$ cat config.mk
export PLATFORM = sky130hd
export DESIGN_NAME = stream_demux_1ton
export DESIGN_NICKNAME = d
export VERILOG_FILES = /design/src/rtl/stream_demux_1ton.sv
export SDC_FILE = /design/constraint.sdc
export NUM_CORES = 1
export LEC_CHECK = 0
export BUFFER_PORTS_ARGS = -buffer_cell sky130_fd_sc_hd__buf_2
export CORE_UTILIZATION = 49
export DETAILED_ROUTE_END_ITERATION = 6
export PLACE_DENSITY_LB_ADDON = 0.05
export SYNTH_ARGS = -nofsm -noshare
export SYNTH_HDL_FRONTEND = slang
export SYNTH_SLANG_ARGS = --single-unit
$ cat constraint.sdc
create_clock -name clk -period 1.95 [get_ports clk]
set_input_delay 0.39 -clock clk [delete_from_list [all_inputs] [get_ports clk]]
set_output_delay 0.39 -clock clk [all_outputs]
set_load 0.1 [all_outputs]
$ cat src/rtl/stream_demux_1ton.sv
// stream_demux_1ton: registered 1-to-N stream demultiplexer.
// Each input beat goes to the output channel named by in_sel, or to every
// channel when in_bcast is set. Every output channel is a one-entry
// valid/ready register that can pass a new beat through in the same cycle
// it drains the old one. Beats addressed past the last channel are dropped
// and counted in a saturating counter.
module stream_demux_1ton #(
  parameter int WIDTH = 8,
  parameter int N     = 4,
  parameter int SEL_W = 2,
  parameter int CNT_W = 8
) (
  input  logic               clk,
  input  logic               rst,
  input  logic [WIDTH-1:0]   in_data,
  input  logic [SEL_W-1:0]   in_sel,
  input  logic               in_bcast,
  input  logic               in_valid,
  output logic               in_ready,
  output logic [N*WIDTH-1:0] out_data,
  output logic [N-1:0]       out_valid,
  input  logic [N-1:0]       out_ready,
  output logic [CNT_W-1:0]   drop_count
);

  // Registered output stage: one data/valid slot per channel.
  logic [N*WIDTH-1:0] data_p1;
  logic [N-1:0]       vld_p1;
  logic [CNT_W-1:0]   drop_cnt_p1;

  // Input-side decode.
  logic [N-1:0] free;
  logic [N-1:0] sel_hit;
  logic [N-1:0] load;
  logic         in_range;
  logic         accept;
  logic         drop;

  // Counter increment that sticks at the all-ones value instead of wrapping.
  function automatic logic [CNT_W-1:0] sat_inc(input logic [CNT_W-1:0] v);
    return (&v) ? v : v + CNT_W'(1);
  endfunction

  // One-hot decode of the select; stays all-zero when in_sel names no channel.
  always_comb begin
    sel_hit = '0;
    for (int k = 0; k < N; k++) begin
      sel_hit[k] = (in_sel == SEL_W'(k));
    end
  end

  // Readiness and load enables. A slot is free when it is empty or draining
  // this cycle; broadcast needs every slot free so it is never split.
  always_comb begin
    free     = ~vld_p1 | out_ready;
    in_range = |sel_hit;
    if (in_bcast) begin
      in_ready = &free;
    end else if (in_range) begin
      in_ready = |(sel_hit & free);
    end else begin
      in_ready = 1'b1;
    end
    accept = in_valid & in_ready;
    load   = '0;
    if (accept) begin
      load = in_bcast ? {N{1'b1}} : sel_hit;
    end
    drop = accept & ~in_bcast & ~in_range;
  end

  // ---- stage p1: per-channel slot update and drop counting ----
  always_ff @(posedge clk) begin
    if (rst) begin
      vld_p1      <= '0;
      data_p1     <= '0;
      drop_cnt_p1 <= '0;
    end else begin
      for (int k = 0; k < N; k++) begin
        if (load[k]) begin
          vld_p1[k]                  <= 1'b1;
          data_p1[k*WIDTH +: WIDTH]  <= in_data;
        end else if (out_ready[k]) begin
          vld_p1[k]                  <= 1'b0;
        end
      end
      if (drop) begin
        drop_cnt_p1 <= sat_inc(drop_cnt_p1);
      end
    end
  end

  assign out_data   = data_p1;
  assign out_valid  = vld_p1;
  assign drop_count = drop_cnt_p1;

endmodule

==> results of run 1 <==
report_power, final:
part	internal (mW)	switching, mW	total [mW]
Clock	0.289	0.292	0.581
Combinational	0.139	0.505	0.644
Sequential	0.945	0.0248	0.970
path summary, 6_finish.rpt:
kind / startpoint / to / depth (start not counted)
min: in_data[0] / out_data[0] / 3
max: out_valid[0] / in_ready / 5
max reg2reg: out_valid[2] / out_data[2] / 4
min reg2reg: drop_count[1] / drop_count[1] / 1
logic make-up (layout without fill, tap and decap cells):
logic type,count (synthesis),count (layout),synth area share (%)
compound gates,47,47,17.8
simple gates,65,65,22.2
flops,44,44,48.5
mux,16,16,8.81
buf+inv,11,78,2.75
cell usage after synthesis:
cell and instances:
a211oi_1 1, a21oi_1 20, a31oi_1 2, and2b_1 2, and4_1 1, and4_4 1, buf_2 3, buf_4 1
clkbuf_1 5, clkbuf_2 1, dfxtp_1 44, inv_1 1, mux2i_1 16, nand2_1 2, nand2b_1 28, nand3_1 16
nand4bb_1 1, nor2_1 1, nor2b_1 11, nor3b_1 1, o211ai_4 1, o21ai_0 11, o21ai_1 8, o41a_1 1
o41a_4 1, o41ai_4 2, or4b_4 1
through the flow:
| step | worst slack, ns | util [%] |
|---|---|---|
| after floorplan | -0.00320 | - |
| after global placement | 0.111 | 65.0 |
| after detailed placement | 0.0518 | 65.0 |
| after CTS | 0.00927 | 67.9 |
| after global routing | 0.0284 | 67.9 |
| final | 0.0945 | 67.9 |
worst min-delay path, stage by stage:
cell	delay [ns]
buf_2	0.12
nand3_1	0.06
a21oi_1	0.05
routing by layer:
metal / GRT usage, % / up-vias / share of wire, %
li1: - / 779 / -
met2: 37.1 / 54 / 49
met3: 5.29 / 7 / 5.5
met4: 7.56 / 0 / 1.3
met1: 28.3 / 732 / 44
met5: 0 / - / 0
area by class of cell:
| class | instances | area [um2] | area share [%] |
|---|---|---|---|
| clock buffers | 7 | 86.3 | 3.70 |
| clock inverters | 1 | 6.26 | 0.268 |
| inverters | 1 | 3.75 | 0.161 |
| multi-input cells | 128 | 911 | 39.0 |
| flip-flops and latches | 44 | 893 | 38.2 |
| well taps | 46 | 57.6 | 2.46 |
| repair buffers | 69 | 378 | 16.2 |
sequential cells by signal, summed over array words and instances, names as in the netlist:
name and cells:
out_valid 4, drop_count 8, out_data 32
what timing repair did:
item | 4_1_cts | 5_1_grt
setup buffers | 1 | 0
endpoints found under the setup margin | 1 | 1
resized for setup | 0 | 1
==> metrics.txt, run 1 <==
peak per-stage delay on the critical path 0.36 ns; drt initial violations 83; CTS Buf Count 5; Initial Utilization 52.8%; area grow syn2layout 28.5%; H-Tree Depth 2; Setup crit end kind primary output; Buf+Inv Stages, Crit Path 1; Synth Net Count 201; Worst-Skew Late Latency 0.29 ns; die area 0.00396 mm2; WP data arrival 1.47 ns; post-synth top area share 48.5%; Max Clock Skew 0.00489 ns; Hold-fix buffers, CTS 0; Hold WS 0.385 ns; post-synthesis sequential element count 44; mapped cell area 0.00182 mm2; leading post-synthesis cells by cell area dfxtp_1 (48%), nand2b_1 (9.6%), mux2i_1 (8.8%); vias 1572; Avg WL per Cell 14.3 um; DP Cell Count 287; Clock transition at path regs 0.08 ns; grt total ovfl 0; commonest non-fill, non-tap cell in the layout buf_2; total power 2.19 mW; CTS tree built; unrepaired setup endpoints after global routing false; Fin Setup TNS 0 ns; Startpoint Class flip-flop; Slew @ Worst Pin 0.517 ns; Power Density 939 mW/mm2; Area after DPL 0.00224 mm2; num ports 63; vias per cell 5.31; Max Buffers Root-to-Sink 2; Synth area leader dfxtp_1; Worst IR Drop VDD 0.650 mV; initial antenna violation count 0; number of global-route vias before repair 1506; Synth cell types 27; CTS Sinks 44; register area share after synthesis 48.5%; number of diodes 0; cells along the critical path nor3b_1, a211oi_2, a31oi_1, o21ai_4, buf_12; reg2reg setup slack 0.35 ns; Pleak 1.09 nW; final setup fails 0; DRT antenna net count 0; Die X 62.9 um; drt drc 0; buffer type at the clock tree root clkbuf_8; hpwl dp 3.17 mm; final instance area 0.00234 mm2; fraction of layout cells with a size suffix above 1 35.6%; layout net count 267; largest delay contributor family on the critical path compound AO/OA/AOI/OAI gates; maximum capacitance violations 0; total global-route track usage 22.4%; cell row count 21; die height 62.9 um; endpoints failing hold 0; max_slew headroom 65.6%; first-pass GRT wire length 6.96 mm; Fmax achieved 539 MHz; Finished Layout Cells 296; fin crit share 95.2%; most frequent cells in the layout buf_2 (61), dfxtp_1 (40), nand2b_1 (28), a21oi_1 (20); synthesized instance count 183; critical setup path kind flip-flop to primary output; final slew viol count 0; Yosys warnings 0; final worst path period need 1.86 ns; maximum number of pins on one net before global-route repair 40; core box area 0.00344 mm2; drt pass-1 iters 4; GP Congestion 0.879; Port Buffers 62; Total Routed Length 4.25 mm; Worst Path Required 1.56 ns; worst-path fanout max 4; synthesized area per cell 9.93 um2; Slowest cell on crit path dfxtp_4; outcome complete, no violations; fillers 300; HP Class input pin to flip-flop
No activity file was read; power rests on OpenSTA's default activity.
==> run 2, diff against run 1 <==
--- a/config.mk
+++ b/config.mk
@@ -6,7 +6,7 @@
 export NUM_CORES = 1
 export LEC_CHECK = 0
 export BUFFER_PORTS_ARGS = -buffer_cell sky130_fd_sc_hd__buf_2
-export CORE_UTILIZATION = 49
+export CORE_UTILIZATION = 44
 export DETAILED_ROUTE_END_ITERATION = 6
 export PLACE_DENSITY_LB_ADDON = 0.05
 export SYNTH_ARGS = -nofsm -noshare
==> constraint.sdc (replaced) <==
create_clock -name clk -period 1.6 [get_ports clk]
set_input_delay 0.32 -clock clk [delete_from_list [all_inputs] [get_ports clk]]
set_output_delay 0.32 -clock clk [all_outputs]
set_load 0.1 [all_outputs]
==> run 2 against run 1 <==
Via count rose by 2.9%. Clock power is 14% higher. Critical path depth is the same. The run now ends with setup timing left. Die area rose by 11%. Largest power group unchanged. Setup slack worse by 0.23 ns. Core utilization fell by 4.7 points. Sequential share of layout area down 2.5 points. Flip-flop and latch count stayed put. Clock-buffer cell count decreased by 1. Global-route usage shrank 0.76 points. Cell count grew 5.7%. Hold slack got worse by 0.065 ns.
==> metrics.txt, run 2 (synthesized netlist as in run 1, its figures left out) <==
outcome finished with violations; failing checks setup timing; Port Buffers 62 (unchanged); Startpoint Class flip-flop; worst-path fanout max 3 (-1); final setup margin -0.139 ns (-0.234 ns); drt drc 0 (unchanged); CTS tree built; number of global-route vias before repair 1540 (+2.3%); GP Congestion 0.821 (-6.5%); drt pass-1 iters 4 (unchanged); Max Clock Skew 0.00734 ns (+0.00246 ns); max reg flops 32 (unchanged); unrepaired setup endpoints after global routing true; Slew @ Worst Pin 0.492 ns (-0.0241 ns); grt total ovfl 0 (unchanged); Avg WL per Cell 14.7 um (+2.7%); core box area 0.00397 mm2 (+15%); die area 0.00439 mm2 (+11%); Initial Utilization 45.8% (-7.0 points); vias per cell 5.17 (-2.7%); final setup fails 1 (+1); Setup crit end kind primary output; Pleak 1.18 nW (+8.4%); most frequent cells in the layout buf_2 (61), dfxtp_1 (40), nand2b_1 (25), a21oi_1 (20), buf_4 (17); die height 66.3 um (+5.4%); endpoints failing hold 0 (unchanged); Fin Setup TNS -0.139 ns (-0.139 ns); fin crit share 109%; drt initial violations 52 (-37%); Total Routed Length 4.61 mm (+8.6%); number of diodes 0 (unchanged); final worst path period need 1.74 ns; WP data arrival 1.42 ns (-0.05 ns); fraction of layout cells with a size suffix above 1 41.4% (+5.8 points); layout net count 280 (+4.9%); Worst-Skew Late Latency 0.29 ns (about the same); max_slew headroom 67.4% (+1.8 points); Clock transition at path regs 0.08 ns (about the same); maximum number of pins on one net before global-route repair 23 (-43%); maximum capacitance violations 0 (unchanged); cell row count 23 (+9.5%); Hold-fix buffers, CTS 0 (unchanged); final slew viol count 0 (unchanged); Worst Path Required 1.28 ns (-0.28 ns); fillers 342 (+14%); DRT antenna net count 0 (unchanged); area grow syn2layout 37.9%; commonest non-fill, non-tap cell in the layout buf_2; Worst IR Drop VDD 0.695 mV (+7.0%); first-pass GRT wire length 7.09 mm (+1.9%); HP Class input pin to flip-flop; critical setup path kind flip-flop to primary output; buffer type at the clock tree root clkbuf_8; initial antenna violation count 0 (unchanged); total power 2.69 mW (+23%); setup bufs post-CTS 0 (-1); Die X 66.3 um (+5.4%); hpwl dp 3.44 mm (+8.4%); CTS Buf Count 5 (unchanged); num ports 63 (unchanged); Power Density 1070 mW/mm2 (+14%); H-Tree Depth 2 (unchanged); total global-route track usage 21.6% (-0.76 points); Fmax achieved 575 MHz; CTS Sinks 44 (unchanged); vias 1618 (+2.9%); Max Buffers Root-to-Sink 2 (unchanged)
==> run 2: path summary, 6_finish.rpt <==
path                 startpoint             to  slack [ns]  cells past startpoint
setup / recovery   out_valid[1]       in_ready       -0.14                      5
hold / removal       in_data[0]    out_data[0]        0.32                      3
setup reg to reg   out_valid[2]    out_data[3]        0.09                      4
hold reg to reg   drop_count[2]  drop_count[2]        0.47                      1
==> run 2: stage by stage <==
| stage | worst slack (ns) | std cells | utilization [%] | hold WS [ns] | cell area [um2] |
|---|---|---|---|---|---|
| floorplan | -0.283 | 183 | - | 0.468 | 1860 |
| global placement | -0.0102 | 305 | 59.8 | 0.449 | 2370 |
| detailed placement | -0.0883 | 305 | 59.8 | 0.455 | 2370 |
| CTS | -0.140 | 312 | 62.7 | 0.305 | 2490 |
| global route | -0.188 | 313 | 63.1 | 0.314 | 2510 |
| finish | -0.139 | 313 | 63.1 | 0.320 | 2510 |
==> run 2: what timing repair did <==
action,CTS,global route
resized for setup,7,2
pin swaps,3,1
endpoints found under the hold margin,0,0
gates cloned,0,1
endpoints found under the setup margin,1,9
==> run 2: routing by layer <==
metal	GRT usage, %	wire length, um
met3	5.17	197
met1	25.7	2070
met5	0	0
met2	37.6	2310
met4	7.45	34
==> run 2: final cells by class <==
cell class	instances	area [um2]	area share (%)
Inverter	1	3.75	0.150
Sequential cell	44	896	35.7
Clock inverter	2	11.3	0.449
Tap cell	50	62.6	2.50
Timing Repair Buffer	81	493	19.7
Multi-Input combinational cell	129	968	38.6
Clock buffer	6	72.6	2.89
==> run 2: report_power, final <==
part           internal (mW)  total (mW)  switching, mW
registers               1.15        1.18         0.0328
logic                  0.210       0.843          0.633
clock network          0.306       0.663          0.357
==> run 2: worst max-delay path, stage by stage, from the launching register on <==
cell and delay [ns]:
dfxtp_4 0.36, nor2b_4 0.13, a211oi_2 0.22, a31oi_2 0.08, o21ai_4 0.16, buf_12 0.19
==> run 3, diff against run 2 <==
--- a/config.mk
+++ b/config.mk
@@ -6,7 +6,9 @@
 export NUM_CORES = 1
 export LEC_CHECK = 0
 export BUFFER_PORTS_ARGS = -buffer_cell sky130_fd_sc_hd__buf_2
-export CORE_UTILIZATION = 44
+export CELL_PAD_IN_SITES_DETAIL_PLACEMENT = 0
+export CELL_PAD_IN_SITES_GLOBAL_PLACEMENT = 1
+export CORE_UTILIZATION = 33
 export DETAILED_ROUTE_END_ITERATION = 6
 export PLACE_DENSITY_LB_ADDON = 0.05
 export SYNTH_ARGS = -nofsm -noshare
==> run 3 against run 2 <==
Cell count is 6.7% higher. Flip-flop and latch count stayed put. Critical path type unchanged. Hold slack worse by 0.013 ns. Design area is 2.8% higher. Critical endpoint unchanged. The run still ends with setup timing left. Combinational power is 2% higher. Global-route usage is 4.6 points lower. Sequential share of layout area is 0.97 points lower. Core utilization is 14 points lower.
==> metrics.txt, run 3 (synthesized netlist as in run 1, its figures left out) <==
outcome finished with violations; failing checks setup timing; Max Buffers Root-to-Sink 2 (unchanged); Clk network pwr share 26.3% (+1.7 points); Setup crit end kind primary output; vias per cell 5.00 (-3.3%); utilization after layout 49.5% (-14 points); DP Cell Count 325 (+6.6%); critical setup path kind flip-flop to primary output; Buf+Inv Stages, Crit Path 1 (unchanged); Total Routed Length 4.97 mm (+7.8%); endpoints failing hold 0 (unchanged); initial antenna violation count 0 (unchanged); Avg WL per Cell 14.9 um (+1.0%); Max Clock Skew 0.00512 ns (-0.00222 ns); worst slack, placed -0.0908 ns (-0.00254 ns); Slowest cell on crit path dfxtp_4; CTS Sinks 44 (unchanged); crit path launch out_valid[0]; drt initial violations 70 (+35%); Psw 1.06 mW (+3.2%); Worst IR Drop VDD 0.527 mV (-24%); final setup fails 1 (unchanged); largest delay contributor family on the critical path compound AO/OA/AOI/OAI gates; switch share 38.0% (about the same); Hold WS 0.307 ns (-0.0131 ns); die area 0.00581 mm2 (+32%); drt pass-1 iters 4 (unchanged); Power Density 1080 mW/mm2 (+0.30%); core box area 0.00520 mm2 (+31%); Fin Setup TNS -0.110 ns (+0.0296 ns); Port Buffers 62 (unchanged); fin crit share 107% (-1.8 points); number of global-route vias before repair 1656 (+7.5%); Worst Path Required 1.28 ns (about the same); Worst-Skew Late Latency 0.29 ns (about the same); fraction of layout cells with a size suffix above 1 43.9% (+2.5 points); final worst path period need 1.71 ns (-0.0296 ns); peak per-stage delay on the critical path 0.37 ns (about the same); worst-path fanout max 4 (+1); HP Class input pin to flip-flop; sequential share of power 42.7% (-1.3 points); internal power 1.72 mW (+3.1%); total global-route track usage 17.1% (-4.6 points); Die X 76.2 um (+15%); CTS tree built; Initial Utilization 34.9% (-11 points); final setup margin -0.110 ns (+0.0296 ns); Area after DPL 0.00239 mm2 (+0.53%); CP Depth 5 (unchanged); Slew @ Worst Pin 0.494 ns (+0.00148 ns); die height 76.2 um (+15%); Reg-to-Reg Start out_valid[2]; final slew viol count 0 (unchanged); number of diodes 0 (unchanged); fillers 497 (+45%); drt drc 0 (unchanged); max reg flops 32 (unchanged); area grow syn2layout 41.8%; final instance area 0.00258 mm2 (+2.8%); Comb pwr share 31.0% (-0.3 points); grt total ovfl 0 (unchanged); maximum capacitance violations 0 (unchanged); maximum number of pins on one net before global-route repair 37 (+61%); most frequent cells in the layout buf_2 (61), dfxtp_1 (40), nand2b_1 (25), a21oi_1 (18), buf_4 (17); WP data arrival 1.39 ns (-0.03 ns); first-pass GRT wire length 8.00 mm (+13%); hpwl dp 3.54 mm (+3.1%); GP Congestion 0.864 (+5.2%); DRT antenna net count 0 (unchanged); cells along the critical path nor3b_4, a211oi_2, a31oi_2, o21ai_4, buf_12; Hold-fix buffers, CTS 0 (unchanged); H-Tree Depth 2 (unchanged); vias 1670 (+3.2%); num ports 63 (unchanged); Pleak 1.19 nW (+0.72%); reg2reg setup slack 0.07 ns (-0.02 ns); max_slew headroom 67.1% (-0.32 points); layout net count 281 (+0.36%); CTS Buf Count 5 (unchanged); Fmax achieved 585 MHz (+1.7%); Critical Path Sink in_ready; cell row count 26 (+13%); buffer type at the clock tree root clkbuf_8; Clock transition at path regs 0.08 ns (about the same); Finished Layout Cells 334 (+6.7%); r2r endpoint out_data[5]; total power 2.77 mW (+3.1%); commonest non-fill, non-tap cell in the layout buf_2; Startpoint Class flip-flop; Worst R2R Path Depth 4 (unchanged); unrepaired setup endpoints after global routing true
-- run 3: area by class of cell --
class                   count  area, um2  area share (%)
clock buffers               7       86.3            3.35
clock inverters             1       6.26           0.243
inverters                   1       3.75           0.146
multi-input cells         130       1010            39.3
flip-flops and latches     44        896            34.8
well taps                  70       87.6            3.40
repair buffers             81        484            18.8
-- run 3: worst register-to-register path: cells and delay by family, from the launching register on --
| family | cells | cell delay [ns] |
|---|---|---|
| flip-flops | 1 | 0.36 |
| AO/OA/AOI/OAI | 3 | 0.79 |
| AND/OR/NAND/NOR | 1 | 0.27 |
-- run 3: how the worst min path moves through the flow --
stage | startpoint | endpoint | cells past startpoint | slack [ns]
2_1_floorplan | in_data[0] | out_data[0] | 2 | 0.47
3_3_place_gp | drop_count[5] | drop_count[5] | 1 | 0.45
3_5_place_dp | drop_count[3] | drop_count[3] | 1 | 0.46
4_1_cts | in_data[5] | out_data[5] | 3 | 0.31
5_1_grt | in_data[2] | out_data[2] | 3 | 0.31
6_report | in_data[2] | out_data[2] | 3 | 0.31
-- run 3: power groups by stage --
stage          clock (mW)  combinational (mW)  sequential, mW
3_5_place_dp            0               0.830            1.21
5_1_grt             0.802               0.894            1.19
6_report            0.730               0.859            1.18
2_1_floorplan           0               0.219            1.62
4_1_cts             0.752               0.840            1.18
3_3_place_gp            0               0.820            1.20
-- run 3: routing by layer --
| metal | vias up | part of all wire [%] | global-route usage, % |
|---|---|---|---|
| li1 | 815 | - | - |
| met3 | 6 | 5.2 | 4.43 |
| met1 | 792 | 47 | 21.7 |
| met5 | - | 0 | 0 |
| met4 | 0 | 0.99 | 5.19 |
| met2 | 57 | 47 | 28.2 |
-- run 3: what timing repair did --
| item | 4_1_cts | 5_1_grt |
|---|---|---|
| endpoints found under the setup margin | 1 | 16 |
| cloned | 0 | 2 |
| pin swaps | 3 | 6 |
| gates resized for setup | 8 | 11 |
| setup buffers | 1 | 0 |
